[config.mk]
export PLATFORM = sky130hd
export DESIGN_NAME = fmul_initiator
export DESIGN_NICKNAME = d
export VERILOG_FILES = /design/src/rtl/fmul_initiator.sv
export SDC_FILE = /design/constraint.sdc
export NUM_CORES = 1
export LEC_CHECK = 0
export CAP_MARGIN = 5
export CORE_ASPECT_RATIO = 1.5
export CORE_MARGIN = 5
export CORE_UTILIZATION = 44
export CTS_BUF_LIST = sky130_fd_sc_hd__clkbuf_8
export DETAILED_ROUTE_END_ITERATION = 10
export GPL_TIMING_DRIVEN = 0
export PLACE_DENSITY_LB_ADDON = 0.25
export SYNTH_ARGS = -nofsm -noshare
export SYNTH_HDL_FRONTEND = slang
export SYNTH_SLANG_ARGS = --single-unit
export TNS_END_PERCENT = 30
[constraint.sdc]
create_clock -name clk -period 2.1 [get_ports clk]
set_input_delay 0.21 -clock clk [delete_from_list [all_inputs] [get_ports clk]]
set_output_delay 0.21 -clock clk [all_outputs]
set_load 0.02 [all_outputs]
[src/rtl/fmul_initiator.sv]
// fmul_initiator: initiator side of the stb/ack handshake into the floating
// point multiplier. It captures one operand pair per start pulse, strobes the
// A and B channels independently and waits for output_z. It then presents the
// product with a one-cycle done pulse. A per-phase watchdog aborts a stalled
// handshake and raises a sticky timeout flag. A wrapping counter tracks
// completed transactions for board-level debug.
module fmul_initiator #(
    parameter int TIMEOUT = 1024,
    parameter int CNT_W   = 16
) (
    input  logic             clk,
    input  logic             rst,
    input  logic             start,
    input  logic [31:0]      op_a,
    input  logic [31:0]      op_b,
    output logic             busy,
    output logic             done,
    output logic [31:0]      result,
    output logic             timeout_err,
    output logic [CNT_W-1:0] txn_count,
    output logic [31:0]      mult_a,
    output logic             mult_a_stb,
    input  logic             mult_a_ack,
    output logic [31:0]      mult_b,
    output logic             mult_b_stb,
    input  logic             mult_b_ack,
    input  logic [31:0]      mult_z,
    input  logic             mult_z_stb,
    output logic             mult_z_ack
);

    // The phase timer only needs to count up to TIMEOUT-1.
    localparam int TW = (TIMEOUT > 2) ? $clog2(TIMEOUT) : 1;
    localparam logic [TW-1:0] TIMER_LAST = TW'(TIMEOUT - 1);

    typedef enum logic [1:0] {
        IDLE = 2'd0,
        SEND = 2'd1,
        RECV = 2'd2,
        DONE = 2'd3
    } state_t;

    state_t        state;
    logic [TW-1:0] timer;

    logic a_xfer;
    logic b_xfer;
    logic a_left;
    logic b_left;
    logic send_complete;
    logic z_xfer;
    logic timer_expired;

    // Decode this cycle's transfers and whether the operand phase finishes now.
    always_comb begin
        a_xfer        = mult_a_stb & mult_a_ack;
        b_xfer        = mult_b_stb & mult_b_ack;
        a_left        = mult_a_stb & ~mult_a_ack;
        b_left        = mult_b_stb & ~mult_b_ack;
        send_complete = ~a_left & ~b_left;
        z_xfer        = mult_z_stb & mult_z_ack;
        timer_expired = (timer == TIMER_LAST);
    end

    // Handshake sequencer with fully registered outputs. Each strobe drops on
    // the same edge as its transfer. On timeout every strobe drops and the
    // block returns to IDLE without touching result or txn_count.
    always_ff @(posedge clk or negedge rst) begin
        if (!rst) begin
            state       <= IDLE;
            timer       <= '0;
            busy        <= 1'b0;
            done        <= 1'b0;
            result      <= '0;
            timeout_err <= 1'b0;
            txn_count   <= '0;
            mult_a      <= '0;
            mult_a_stb  <= 1'b0;
            mult_b      <= '0;
            mult_b_stb  <= 1'b0;
            mult_z_ack  <= 1'b0;
        end else begin
            done <= 1'b0;
            case (state)
                IDLE: begin
                    if (start) begin
                        mult_a      <= op_a;
                        mult_b      <= op_b;
                        mult_a_stb  <= 1'b1;
                        mult_b_stb  <= 1'b1;
                        timeout_err <= 1'b0;
                        timer       <= '0;
                        busy        <= 1'b1;
                        state       <= SEND;
                    end
                end
                SEND: begin
                    if (a_xfer) begin
                        mult_a_stb <= 1'b0;
                    end
                    if (b_xfer) begin
                        mult_b_stb <= 1'b0;
                    end
                    if (send_complete) begin
                        mult_z_ack <= 1'b1;
                        timer      <= '0;
                        state      <= RECV;
                    end else if (timer_expired) begin
                        mult_a_stb  <= 1'b0;
                        mult_b_stb  <= 1'b0;
                        mult_z_ack  <= 1'b0;
                        timeout_err <= 1'b1;
                        busy        <= 1'b0;
                        timer       <= '0;
                        state       <= IDLE;
                    end else begin
                        timer <= timer + TW'(1);
                    end
                end
                RECV: begin
                    if (z_xfer) begin
                        result     <= mult_z;
                        mult_z_ack <= 1'b0;
                        txn_count  <= txn_count + CNT_W'(1);
                        done       <= 1'b1;
                        timer      <= '0;
                        state      <= DONE;
                    end else if (timer_expired) begin
                        mult_a_stb  <= 1'b0;
                        mult_b_stb  <= 1'b0;
                        mult_z_ack  <= 1'b0;
                        timeout_err <= 1'b1;
                        busy        <= 1'b0;
                        timer       <= '0;
                        state       <= IDLE;
                    end else begin
                        timer <= timer + TW'(1);
                    end
                end
                DONE: begin
                    busy  <= 1'b0;
                    state <= IDLE;
                end
                default: begin
                    mult_a_stb <= 1'b0;
                    mult_b_stb <= 1'b0;
                    mult_z_ack <= 1'b0;
                    busy       <= 1'b0;
                    state      <= IDLE;
                end
            endcase
        end
    end

endmodule

==> summary.txt <==
Yosys warnings - 0
Register area - 3253 sq um
Vias per cell - 4.909
WL/cell - 16.87 um
Gr usage total - 19.75%
Root Driver - clkbuf_8
Post-synthesis mux area share - 13.85%
CP arrival - 2.29 ns
TritonCTS clock tree - done
Post-route ant nets - 0
Logic pwr share - 46.3%
Post-route cell area - 8165 sq um
Share of total power in sequential cells - 34.5%
Final Non-Filler Cells - 846
Final #Nets - 790
Die height - 144.6 um
Final min period - 1.964 ns
Sequential area share after synthesis - 61.23%
Peak supply drop - 734.0 uV
Compound-Gate Fraction of Synth Area - 3.933%
Clock latency on the worst-skew pair - 0.43 ns
FFs w/ async S/R, synth - 100.0%
WP data required - 2.43 ns
Initial antenna violation count - 0
Antenna cells - 0
Cells after Synth - 441
Core Footprint - 11890 sq um
Htree depth - 4
Final setup violation count - 0
Final WL - 14.27 mm
Post-Synth XOR/XNOR Area - 3.132%
Slew HR - 64.52%
Multi-input gate area - 1959 sq um
Mapped Nets - 550
Adder-Cell Fraction of Synth Area - 1.649%
Worst Hold Class - primary input to flop
Leakage - 3.625 nW
Syn_area_per_cell - 12.05 sq um
Yosys reg bits - 130
Sw Ratio - 35.78%
Layout cells sized above 1 - 17.89%
DR iter-0 viols - 157
Initial Utilization - 44.67%
Post-synth EDFFs - 0
CP Launch Type - flop
DP Area - 7725 sq um
PD cells - 1438 nW/um^2
Largest net degree at the start of global routing - 77
DRT Pass-1 Iters - 4
Fillers - 908
Largest family of logic cells by synthesized area - simple AND/OR/NAND/NOR gates
Die ar. - 14420 sq um
Total gr overflow - 0
Unrepaired setup endpoints after global routing - false
Worst Path Max Fanout - 10
Global-route wire length before repair - 22.11 mm
Final clock skew - 0.01496 ns
Ys flop type - dfrtp_1
Post-CTS Setup Inserts - 0
Area delta synth->final - 53.70%
Die X - 99.72 um
Rows - 49
Final period utilization - 93.50%
Post-Place Cells - 814
# IOs - 220
Post-synth design cell area - 5313 sq um
Setup TNS - 0 ns
CP Class - flop to flop
Worst-Margin Slew - 0.5282 ns
Number of max-cap violations - 0
CTS sink cnt - 130
Via count - 4153
Clock Pin Slew Worst Setup and Hold Paths - 0.08 ns
Port bufs - 219
Worst Setup End Kind - flop
Synth cell types - 38
GP Congestion - 0.8156
Maximum root-to-sink buffer count - 2
Drt drc - 0
Slew Limit Fails - 0
Number of global-route vias before repair - 4433
Final Hold Fails - 0
P_sw - 4.201 mW
Fmax - 509.3 MHz
Power Internal - 7.540 mW
Total CTS buffers - 17
Hpwl dp - 10.99 mm
Outcome - finished clean
Clk network pwr share - 19.2%
Simple-Gate Fraction of Synth Area - 14.18%
sequential cells by signal, indices dropped and copies added (netlist names), 2 cells and up:
register,count
txn_count,16
mult_b,32
state,2
timer,10
mult_a,32
result,32
cells in the mapped netlist, types with 2 or more instances:
master	n	area (sq um)
and4_4	2	22.52
dfrtp_1	130	3253
and4_1	2	17.52
xnor2_1	13	113.9
ha_1	7	87.58
o21ai_0	9	45.04
buf_2	11	55.05
xor2_1	6	52.55
nor2b_1	3	18.77
nor3_1	5	25.02
nor2_1	15	56.30
nand3_1	10	50.05
clkbuf_1	3	11.26
inv_1	6	22.52
nand2_1	116	435.4
mux2_2	64	720.7
a21o_1	4	30.03
nand2b_1	2	12.51
a31oi_1	2	12.51
nand4_1	7	43.79
a21oi_1	7	35.03
worst paths after layout:
path                            start         end  slack (ns)  cells after the start
setup / recovery             state[0]  mult_a_stb        0.14                      8
hold / removal              mult_z[2]   result[2]        0.29                      3
max in group asynchronous         rst  result[19]        1.05                      3
min in group asynchronous         rst  mult_b[25]        0.30                      2
hold reg to reg            result[20]  result[20]        0.47                      2
setup reg to reg             state[0]  mult_a_stb        0.14                      8
final cells by class:
cell class / count / area share (%)
clock buffer: 17 / 2.865
sequential: 130 / 39.84
tap: 153 / 2.344
multi-input combinational: 289 / 24.00
inverter: 7 / 0.3218
clock inverter: 14 / 2.314
timing repair buffer: 221 / 27.32
buffer: 15 / 0.9960
repair_timing:
action	CTS	global route
hold buffers	1	0
hold endpoints to repair	54	0
resized for setup	0	3
setup endpoints to repair	0	4
power by group through the flow:
| stage | registers (mW) | logic, mW | clock network [mW] |
|---|---|---|---|
| after floorplan | 5.24 | 1.61 | 0 |
| after global placement | 4.03 | 5.35 | 0 |
| after detailed placement | 4.10 | 5.48 | 0 |
| after CTS | 4.06 | 5.50 | 2.33 |
| after global routing | 4.18 | 5.78 | 2.42 |
| final | 4.05 | 5.44 | 2.25 |
placed cells by master, fill, tap and decap left out, types with 2 or more instances in the layout:
master           Yosys  routed
mux2_2              64      64
clkinv_2             0       3
buf_2               11      11
clkbuf_1             3       3
nor3_1               5       5
nand3_1             10      10
nor2b_1              3       2
nor2_1              15      14
inv_1                6       7
a21o_1               4       4
a31oi_1              2       2
dfrtp_1            130     130
and4_4               2       2
clkbuf_8             0      17
nand4_1              7       7
nand2_1            116     116
clkinv_4             0       3
bufinv_16            0       4
o21ai_0              9       9
xor2_1               6       6
and4_1               2       2
xnor2_1             13      13
clkinvlp_4           0       2
clkdlybuf4s50_1      0     218
ha_1                 7       6
nand2b_1             2       2
a21oi_1              7       7
worst max-delay path, stage by stage, from the launching register on:
cell      delay [ns]
dfrtp_1         0.42
inv_1           0.11
ha_1            0.24
nor2b_2         0.20
or2_1           0.20
buf_2           0.18
nor2_1          0.25
nand2b_1        0.09
a21o_1          0.18
layer usage:
metal  vias to the layer above  GRT usage (%)  part of all wire (%)
li1                       1957              -                     -
met4                         0          8.633                   3.1
met5                         -              0                     0
met3                        30          6.419                   7.4
met2                       164          35.00                    53
met1                      2002          21.45                    37
cell families after synthesis:
| group | after synthesis |
|---|---|
| adder cells (fa/ha/maj) | 7 |
| flip-flops | 130 |
| AO/OA/AOI/OAI | 29 |
| XOR/XNOR | 19 |
| multiplexers | 65 |
| buffers and inverters | 22 |
| AND/OR/NAND/NOR | 169 |
stage by stage:
step,util [%],hold WS (ns),total power [mW],setup slack (ns)
after floorplan,-,-0.08559,6.848,0.3740
after global placement,64.71,0.4585,9.377,-4.147
after detailed placement,64.95,0.2087,9.576,0.05882
after CTS,68.59,0.2626,11.88,0.02478
after global routing,68.65,0.2784,12.38,0.004057
final,68.65,0.2937,11.74,0.1364
Note: power is estimated with default switching activity, not from simulation.
